### config.mk
export PLATFORM = sky130hd
export DESIGN_NAME = sram_arbiter
export DESIGN_NICKNAME = d
export VERILOG_FILES = /design/src/rtl/sram_arbiter.sv
export SDC_FILE = /design/constraint.sdc
export NUM_CORES = 1
export LEC_CHECK = 0
export ABC_AREA = 1
export CAP_MARGIN = 40
export CORE_UTILIZATION = 30
export CTS_BUF_LIST = sky130_fd_sc_hd__clkbuf_8
export CTS_CLUSTER_DIAMETER = 50
export DETAILED_ROUTE_END_ITERATION = 12
export GPL_TIMING_DRIVEN = 1
export HOLD_SLACK_MARGIN = 0.08
export PLACE_DENSITY = 0.75
export SYNTH_ARGS = -nofsm -noshare
export SYNTH_HDL_FRONTEND = slang
export SYNTH_SLANG_ARGS = --single-unit
### constraint.sdc
create_clock -name clk -period 1.65 [get_ports clk]
set_input_delay 0.4125 -clock clk [delete_from_list [all_inputs] [get_ports clk]]
set_output_delay 0.4125 -clock clk [all_outputs]
set_load 0.01 [all_outputs]
### src/rtl/sram_arbiter.sv
// Shares one single-read/single-write SRAM between a loader (writes) and two
// readers arbitrated round-robin with a bounded burst; returns tagged read data.
module sram_arbiter #(
  parameter int unsigned DATA_WIDTH = 8,
  parameter int unsigned ADDR_WIDTH = 8,
  parameter int unsigned MAX_BURST  = 4
) (
  input  logic                  clk,
  input  logic                  rst_n,
  input  logic                  wr_req,
  input  logic [ADDR_WIDTH-1:0] wr_req_addr,
  input  logic [DATA_WIDTH-1:0] wr_req_data,
  output logic                  wr_gnt,
  input  logic                  rda_req,
  input  logic [ADDR_WIDTH-1:0] rda_addr,
  input  logic                  rdb_req,
  input  logic [ADDR_WIDTH-1:0] rdb_addr,
  output logic                  rda_gnt,
  output logic                  rdb_gnt,
  output logic                  rda_valid,
  output logic                  rdb_valid,
  output logic [DATA_WIDTH-1:0] rda_data,
  output logic [DATA_WIDTH-1:0] rdb_data,
  output logic                  sram_csen,
  output logic                  sram_wr_en,
  output logic [ADDR_WIDTH-1:0] sram_wr_addr,
  output logic [DATA_WIDTH-1:0] sram_wr_data,
  output logic                  sram_rd_en,
  output logic [ADDR_WIDTH-1:0] sram_rd_addr,
  input  logic [DATA_WIDTH-1:0] sram_rd_data
);

  localparam int unsigned CNT_W = $clog2(MAX_BURST + 1);
  localparam logic [CNT_W-1:0] MAX_CNT = CNT_W'(MAX_BURST);

  typedef enum logic {
    OWN_A = 1'b0,
    OWN_B = 1'b1
  } owner_e;

  owner_e           owner_q, owner_d;
  logic [CNT_W-1:0] cnt_q, cnt_d;
  logic             rtn_a_q, rtn_b_q;
  logic             elig_a, elig_b;
  logic             gnt_a, gnt_b;

  // Arbitration state register
  always_ff @(posedge clk or negedge rst_n) begin
    if (!rst_n) begin
      owner_q <= OWN_A;
      cnt_q   <= '0;
    end else begin
      owner_q <= owner_d;
      cnt_q   <= cnt_d;
    end
  end

  // Eligibility, grant selection and burst bookkeeping
  always_comb begin
    owner_d = owner_q;
    cnt_d   = cnt_q;
    gnt_a   = 1'b0;
    gnt_b   = 1'b0;
    // A read colliding with the write this cycle waits so it sees the new word
    elig_a  = rst_n & rda_req & ~(wr_req & (rda_addr == wr_req_addr));
    elig_b  = rst_n & rdb_req & ~(wr_req & (rdb_addr == wr_req_addr));

    if (elig_a && elig_b) begin
      if (cnt_q < MAX_CNT) begin
        gnt_a = (owner_q == OWN_A);
        gnt_b = (owner_q == OWN_B);
      end else begin
        gnt_a = (owner_q == OWN_B);
        gnt_b = (owner_q == OWN_A);
      end
    end else if (elig_a) begin
      gnt_a = 1'b1;
    end else if (elig_b) begin
      gnt_b = 1'b1;
    end

    if ((gnt_a && owner_q == OWN_A) || (gnt_b && owner_q == OWN_B)) begin
      if (cnt_q < MAX_CNT) begin
        cnt_d = cnt_q + CNT_W'(1);
      end
    end else if (gnt_a) begin
      owner_d = OWN_A;
      cnt_d   = CNT_W'(1);
    end else if (gnt_b) begin
      owner_d = OWN_B;
      cnt_d   = CNT_W'(1);
    end
  end

  // Return tags: one-cycle SRAM read latency
  always_ff @(posedge clk or negedge rst_n) begin
    if (!rst_n) begin
      rtn_a_q <= 1'b0;
      rtn_b_q <= 1'b0;
    end else begin
      rtn_a_q <= gnt_a;
      rtn_b_q <= gnt_b;
    end
  end

  assign wr_gnt       = rst_n & wr_req;
  assign sram_wr_en   = rst_n & wr_req;
  assign sram_wr_addr = sram_wr_en ? wr_req_addr : '0;
  assign sram_wr_data = sram_wr_en ? wr_req_data : '0;

  assign rda_gnt      = gnt_a;
  assign rdb_gnt      = gnt_b;
  assign sram_rd_en   = gnt_a | gnt_b;
  assign sram_rd_addr = gnt_a ? rda_addr : (gnt_b ? rdb_addr : '0);
  assign sram_csen    = sram_wr_en | sram_rd_en;

  // SRAM output is qualified by the tag so its undriven value never leaks out
  assign rda_valid = rtn_a_q;
  assign rdb_valid = rtn_b_q;
  assign rda_data  = rtn_a_q ? sram_rd_data : '0;
  assign rdb_data  = rtn_b_q ? sram_rd_data : '0;

endmodule

Word level (Yosys, flattened, before mapping):

Cells that the tools add are included.

* output and inout port bits: 48
* ROM bits: 0
* latch bits: 0
* memories kept: 0
* memory bits (writable): 0
* input port bits: 45
* bits in registers: 6

* eq/ne operators: 3
* bitwise logic cells: 13
* $lt $le $gt $ge: 1
* multiplexer cells: 19
* shifts and indexed selects: 0
* $mul: 0
* $add $sub $neg: 1
* reduce and logical (&&, ||, !) cells: 8
* divide/modulo/power cells: 0

Operators with widths (number)
* 8-bit two-way mux: 6
* 8-bit == test: 2
* 3-bit two-way mux: 4
* 1-bit two-way mux: 9
* 1-bit bitwise AND: 7
* 1-bit NOT: 4
* 2-bit AND reduction: 2
* 3-bit by 1-bit adder with 3-bit output, second input constant: 1
* 1-bit logical AND: 3
* 3-bit less-than comparator, second input constant: 1
* 3-bit nonzero test: 1
* 2-bit inequality test, second input constant: 1
* 1-bit OR: 2
* 2-bit nonzero test: 1
* 1-bit logical OR: 1

Depth between registers and ports, before layout:

Gate-level depths: netlist of the first run.

* depth in word-level cells: 11
* mapped depth: 13
* gate-level depth less buffers: 13

Worst setup path before layout of the first run:

No wires, ideal clock.

* kind: in2out
* start: input port rdb_addr[3]
* end: output port sram_rd_addr[0]
* stages: 9
* data arrival time: 1.257 ns
* path buffers: 0
* slack: -0.019 ns
* path through: inv_1 -> nand2_1 -> nand2_1 -> nor2_1 -> nand3_1 -> nor2_2 -> nor2_2 -> nand2_2 -> o22ai_1

* word-level cells in the longest chain between the ends: 9

Ends and longest elaborated chain
* start: declaration: RTL line 17 `input logic [ADDR_WIDTH-1:0] rdb_addr,`
* 8-bit == test (*): RTL line 66 `elig_b = rst_n & rdb_req & ~(wr_req & (rdb_addr == wr_req_addr));`
* 1-bit bitwise AND (*): RTL line 66
* 1-bit NOT (*): RTL line 66
* 1-bit bitwise AND (*): RTL line 66
* 1-bit two-way mux: RTL line 78 `end else if (elig_b) begin`
* 1-bit two-way mux: RTL line 76 `end else if (elig_a) begin`
* 1-bit two-way mux: RTL line 68 `if (elig_a && elig_b) begin`
* 8-bit two-way mux: RTL line 114 `assign sram_rd_addr = gnt_a ? rda_addr : (gnt_b ? rdb_addr : '0);`
* 8-bit two-way mux (*): RTL line 114
* end: declaration: RTL line 29 `output logic [ADDR_WIDTH-1:0] sram_rd_addr,`

Every way passes the cells marked *; elsewhere a longest branch is shown, timed or not.

Final worst setup path of the first run:

* start: input port rda_addr[5]
* end: output port sram_rd_addr[6]

* word-level cells in the longest chain between the ends: 8

Ends and longest elaborated chain
* start: declaration: RTL line 15 `input logic [ADDR_WIDTH-1:0] rda_addr,`
* 8-bit == test (*): RTL line 65 `elig_a = rst_n & rda_req & ~(wr_req & (rda_addr == wr_req_addr));`
* 1-bit bitwise AND (*): RTL line 65
* 1-bit NOT (*): RTL line 65
* 1-bit bitwise AND (*): RTL line 65
* 1-bit two-way mux or 1-bit logical AND (tied branches): RTL line 76, 68
* 1-bit two-way mux: RTL line 68
* 8-bit two-way mux: RTL line 114
* 8-bit two-way mux (*): RTL line 114

Marks and branches as above.

==> flow_metrics.py, run 1 <==
metrics = {
    "setup_path": {
        "cp-end-kind": "output pin",
        "crit_type": "input pin to output pin",
        "crit_chain": "buf_4, inv_2, nand2_1, inv_1, nor2_4, nand3_2, nor2_4, nor2_4, nand2_4, buf_8, o22ai_4, buf_2",
        "max_stage_delay_ns": 0.16,
        "critPathLaunchType": "input pin",
        "ff2ff_setup_slack_ns": 0.01,
        "rr_worst_depth": 9,
        "slowest_stage": "buf_2",
        "reg2reg_to": "cnt_q[0]",
        "path_common_cell": "nor2_4",
        "crit_arrival_ns": 1.71,
        "required_ns": 1.24,
        "critPathMaxFanout": 5,
        "r2r_start": "owner_q",
    },
    "global_routing": {
        "grt_pass1_wl_um": 9250,
        "met3_usage_pct": 5.15,
        "grt_pass1_vias": 2181,
        "grt_overflow": 0,
        "track_usage_pct": 29.8,
        "grt_max_degree": 18,
        "busiest_layer": "met2",
        "use_met1_pct": 29.6,
        "grt_antenna_before_repair": 0,
        "use_met2_pct": 57.4,
    },
    "logic_synthesis": {
        "yosysWarnings": 0,
        "netlist_top_cells_count": "74 x nand2_1, 56 x inv_1, 27 x nor2_1",
        "syn_area_per_cell_um2": 4.96,
        "synthXorXnorAreaFrac_pct": 2.42,
        "yosys.area_share.simple_pct": 50.2,
        "yosysUniqueCellTypes": 20,
        "ys_seq_area_share_pct": 13.8,
        "ys_seq_elements": 6,
        "yosys.area_share.adder_pct": 1.15,
        "syn_nets": 265,
        "synth.mux.area_fraction_pct": 0,
        "async_flop_share_pct": 100,
        "synthFlopType": "dfrtp_1",
        "yosys.area.top_type": "nand2_1",
        "netlist_instances": 219,
        "ys_top_cells_by_area": "nand2_1 26%, inv_1 19%, dfrtp_1 14%",
        "yosysMostFrequentCell": "nand2_1",
        "synth_top_family_by_area": "simple AND/OR/NAND/NOR gates",
        "yosysTopAreaCellShare_pct": 25.6,
        "synth_edf_count": 0,
        "synth_compound_area_share_pct": 7.49,
        "netlist_area_um2": 1090,
    },
    "power_and_ir_drop": {
        "ir_drop_uv": 335,
        "seqPwrFrac_pct": 15.1,
        "cellLeakagePower_nw": 1.82,
        "power.total_mw": 1.50,
        "power_switching_mw": 0.655,
        "internal_power_mw": 0.848,
        "pwr-share-clk_pct": 16.2,
        "powerDensity_nw_per_um2": 489,
        "swShare_pct": 43.6,
        "combPwrFrac_pct": 68.7,
    },
    "detailed_routing": {
        "firstDrtPassIters": 4,
        "via_count": 2245,
        "post_drt_wl_per_cell_um": 18.3,
        "drc_errors": 0,
        "drtIter0Drc": 137,
        "antenna_left": 0,
        "drt-vias-per-instance": 5.13,
        "drt-total-wl_um": 8000,
    },
    "clocking": {
        "clk_pin_slew_worst_paths_ns": 0.04,
        "clock_path_buffers": 2,
        "cts_tree": "yes",
        "clockRootBuffer": "clkbuf_8",
        "insertion_delay_ns": 0.24,
        "cts_made_buffers": 3,
        "clkSinkCount": 6,
        "htreeDepth": 1,
    },
    "sta": {
        "final.period_utilization_pct": 129,
        "min_period_ns": 2.12,
        "slew_viol_final": 0,
        "relSlewSlack_pct": 87.0,
        "setup_viol": 18,
        "clock_skew_ns": 0.00217,
        "rsz0062_at_grt": "yes",
        "whs_ns": 0.203,
        "timing.final.ws_setup_ns": -0.473,
        "hold_viol_final": 0,
        "fmax_mhz": 471,
        "worstMarginPinSlew_ns": 0.196,
    },
    "floorplanning": {
        "die_w_um": 62.2,
        "core_area_um2": 3390,
        "io_pins": 93,
        "num_rows": 21,
        "die_h_um": 62.2,
        "initial_core_util_pct": 32.0,
        "dieArea_um2": 3860,
    },
    "min_path": {
        "hold_class": "input pin to async pin",
    },
    "placement": {
        "hpwl_um": 3180,
        "dpl-instance-area_um2": 2300,
        "globalplace.congestion": 0.763,
        "place_inst": 385,
        "io_buffers": 92,
    },
    "finish": {
        "num_antenna_cells": 0,
        "finish.utilization_pct": 90.7,
        "regArea_um2": 153,
        "fill_cells": 148,
        "final_area_um2": 3070,
        "final_cells": 438,
        "layout.nets": 440,
        "multiInputGateArea_um2": 1050,
        "area_delta_synth_final_pct": 183,
        "layout-drive-gt1-share_pct": 65.8,
    },
    "outcome": {
        "violations": "setup timing",
        "status": "finished with violations",
    },
    "run": {
        "max_cap_violations": 0,
    },
}
power groups by stage:
stage	sequential, mW	clock, mW	combinational, mW
after CTS	0.221	0.224	0.769
after global placement	0.218	0	0.650
after global routing	0.227	0.245	1.09
final	0.227	0.243	1.03
after floorplan	0.209	0	0.292
after detailed placement	0.223	0	0.663
worst max-delay path: cells and delay by family:
family                 cells  cell delay [ns]
AO/OA/AOI/OAI              1             0.15
buffers and inverters      5             0.63
AND/OR/NAND/NOR            6             0.50
routing by layer:
| metal | vias up | wire length, um |
|---|---|---|
| met2 | 182 | 3950 |
| met4 | 0 | 605 |
| met1 | 1025 | 2800 |
| met3 | 58 | 646 |
| met5 | - | 0 |
| li1 | 980 | - |
worst max path at each step:
stage / start / to / slack, ns
global route: rda_addr[5] / sram_rd_addr[6] / -0.50
detailed placement: wr_req_addr[7] / sram_rd_addr[4] / -1.18
floorplan: rdb_addr[3] / sram_rd_addr[0] / -0.02
CTS: wr_req_addr[6] / sram_rd_addr[7] / -0.36
finish: rda_addr[5] / sram_rd_addr[6] / -0.47
global placement: wr_req_addr[7] / sram_rd_addr[4] / -1.13
placed cells by master (no fill, tap or decap), drive strengths merged, types with 2 or more instances in the layout:
cell,instances
dlygate4sd2,11
inv,66
clkdlybuf4s15,4
nand2,80
nor2,31
o21ai,3
clkbuf,23
o22ai,7
dfrtp,6
clkdlybuf4s50,15
buf,121
xnor2,2
a21oi,3
nand3,15
per-stage QoR:
stage	setup slack, ns	setup TNS (ns)
CTS	-0.361	-3.73
finish	-0.473	-5.29
global placement	-1.13	-33.33
detailed placement	-1.18	-34.45
floorplan	-0.0192	-0.153
global route	-0.502	-5.97
timing repair:
action / CTS / global route
gates cloned: 1 / 1
pin swaps: 39 / 36
resized for setup: 304 / 125
hold buffers: 1 / 0
setup endpoints to repair: 54 / 49
hold endpoints to repair: 1 / 0
buffers inserted: 40 / 7
area by class of cell:
class / count / area share (%)
Sequential cell: 6 / 4.97
Clock buffer: 3 / 1.34
Timing Repair Buffer: 173 / 48.0
Tap cell: 46 / 1.87
Multi-Input combinational cell: 143 / 34.2
Inverter: 67 / 9.57
kinds of logic (layout without fill, tap and decap cells):
group           count (synthesis)  in the layout
compound gates                 13             13
xor+xnor                        3              3
fa+ha+maj                       1              1
buf+inv                        71            243
flops                           6              6
simple gates                  125            126
state kept, by name, summed over array words and instances (netlist names):
signal and cells:
cnt_q 3, owner_q 1, rda_valid 1, rdb_valid 1
(Power assumes the default switching activity.)
==> inputs of run 2 (changes only) <==
TNS_END_PERCENT = 30   (was not set)
clock period = 2.25 ns   (was 1.65 ns; I/O delays follow)
==> run 2 against run 1 <==
Against the previous run:
- the run still ends with setup timing left
- final cell count fell by 2.5%
- design area shrank 4.9%
- register-to-register slack improved by 0.64 ns
- via count down 7.7%
- sequential share of layout area increased by 0.17 points
- largest power group unchanged
==> flow_metrics.py, run 2 (synthesis results as in run 1) <==
metrics = {
    "finish": {
        "final_area_um2": 2920,
        "layout_common_cells": "63 x buf_4, 41 x nand2_1, 40 x inv_1",
        "layout.cells.most_common": "buf_4",
        "layout-drive-gt1-share_pct": 55.1,
        "layout.nets": 429,
        "regMostFlops": "cnt_q",
        "largest_reg_flops": 3,
        "num_antenna_cells": 0,
        "area_delta_synth_final_pct": 169,
    },
    "global_routing": {
        "grt_max_degree": 18,
        "grt_overflow": 0,
        "grt_pass1_vias": 1936,
        "grt_pass1_wl_um": 8130,
        "grt_antenna_before_repair": 0,
        "track_usage_pct": 25.9,
    },
    "power_and_ir_drop": {
        "cellLeakagePower_nw": 1.95,
        "ir_drop_uv": 165,
        "powerDensity_nw_per_um2": 329,
    },
    "placement": {
        "dpl_worst_slack_ns": -0.873,
        "io_buffers": 92,
        "hpwl_um": 3220,
        "globalplace.congestion": 0.763,
        "dpl-instance-area_um2": 2300,
    },
    "clocking": {
        "hold_buffers": 0,
        "clkSinkCount": 6,
        "cts_made_buffers": 3,
        "htreeDepth": 1,
        "insertion_delay_ns": 0.23,
        "cts_tree": "yes",
        "clk_pin_slew_worst_paths_ns": 0.04,
        "clockRootBuffer": "clkbuf_8",
        "clock_path_buffers": 2,
    },
    "detailed_routing": {
        "firstDrtPassIters": 4,
        "post_drt_wl_per_cell_um": 14.9,
        "drt-total-wl_um": 6370,
        "drtIter0Drc": 97,
        "drt-vias-per-instance": 4.85,
        "drc_errors": 0,
        "antenna_left": 0,
        "via_count": 2073,
    },
    "setup_path": {
        "required_ns": 1.69,
        "crit_type": "input pin to output pin",
        "cp-end-kind": "output pin",
        "startpoint": "rdb_addr[3]",
        "r2r_start": "cnt_q[2]",
        "crit_arrival_ns": 1.83,
        "critPathMaxFanout": 5,
        "critPathLaunchType": "input pin",
    },
    "sta": {
        "final.period_utilization_pct": 106,
        "rsz0062_at_grt": "yes",
        "whs_ns": 0.140,
        "timing.final.ws_setup_ns": -0.141,
        "tns_ns": -1.04,
        "slew_viol_final": 0,
        "clock_skew_ns": 0.00920,
        "setup_viol": 11,
        "hold_viol_final": 0,
        "worstMarginPinSlew_ns": 0.269,
        "relSlewSlack_pct": 82.0,
        "min_period_ns": 2.39,
        "fmax_mhz": 418,
    },
    "floorplanning": {
        "dieArea_um2": 3860,
        "die_h_um": 62.2,
        "io_pins": 93,
        "initial_core_util_pct": 32.0,
        "num_rows": 21,
        "core_area_um2": 3390,
        "die_w_um": 62.2,
    },
    "outcome": {
        "status": "finished with violations",
        "violations": "setup timing",
    },
    "run": {
        "max_cap_violations": 0,
    },
    "min_path": {
        "hold_class": "input pin to async pin",
    },
}
run 2: cell types whose count changed in the layout (fill, tap and decap cells not counted), sizes merged:
cell,delta
clkdlybuf4s15,-4
clkbuf,-19
dlygate4sd3,-1
clkdlybuf4s50,+5
dlymetal6s2s,+11
buf,-13
dlygate4sd2,+11
nand2,-1
run 2: per-stage QoR:
stage	util [%]	total power, mW	std cells
finish	86.2	0.961	427
global route	86.2	1.02	427
CTS	77.0	0.857	425
detailed placement	67.8	0.649	385
global placement	67.8	0.637	385
floorplan	-	0.367	219
run 2: per-layer routing:
layer,vias to the layer above,share of wire (%),global-route usage [%]
li1,953,-,-
met1,941,37,26.7
met4,0,5.4,7.56
met5,-,0,0
met2,146,51,52.1
met3,33,7.2,4.41
run 2: final timing paths:
path                                   end  slack [ns]  cells after the start
max                        sram_rd_addr[3]       -0.14                     13
min in group clk                  cnt_q[0]        0.54                      2
min reg2reg                       cnt_q[0]        0.54                      2
max reg2reg                       cnt_q[1]        0.65                     10
max in group asynchronous         cnt_q[0]        1.81                      2
min                                owner_q        0.14                      1
run 2: power breakdown:
part           total, mW  switching, mW  internal (mW)
registers          0.165         0.0308          0.134
logic              0.626          0.305          0.321
clock network      0.170         0.0542          0.116
total              0.961          0.390          0.571
run 2: repair_timing:
item	CTS	global route
resized for setup	240	88
gates cloned	0	0
buffers inserted	37	2
pin swaps	38	42
setup endpoints to repair	34	24
run 2: area by class of cell:
| cell class | instances | area (um^2) |
|---|---|---|
| inverter | 67 | 282 |
| sequential | 6 | 150 |
| fill | 191 | 468 |
| timing repair buffer | 163 | 1460 |
| tap | 46 | 57.6 |
| clock buffer | 3 | 41.3 |
| multi-input combinational | 142 | 936 |
run 2: critical path, stage by stage:
cell and delay [ns]:
buf_8 0.09, inv_4 0.04, nand2_4 0.06, nand2_4 0.06, inv_2 0.05, nand2_2 0.04
nor2_2 0.12, nand3_1 0.13, nand3_2 0.12, nand2_4 0.09, buf_6 0.15, o22ai_2 0.15
buf_2 0.15
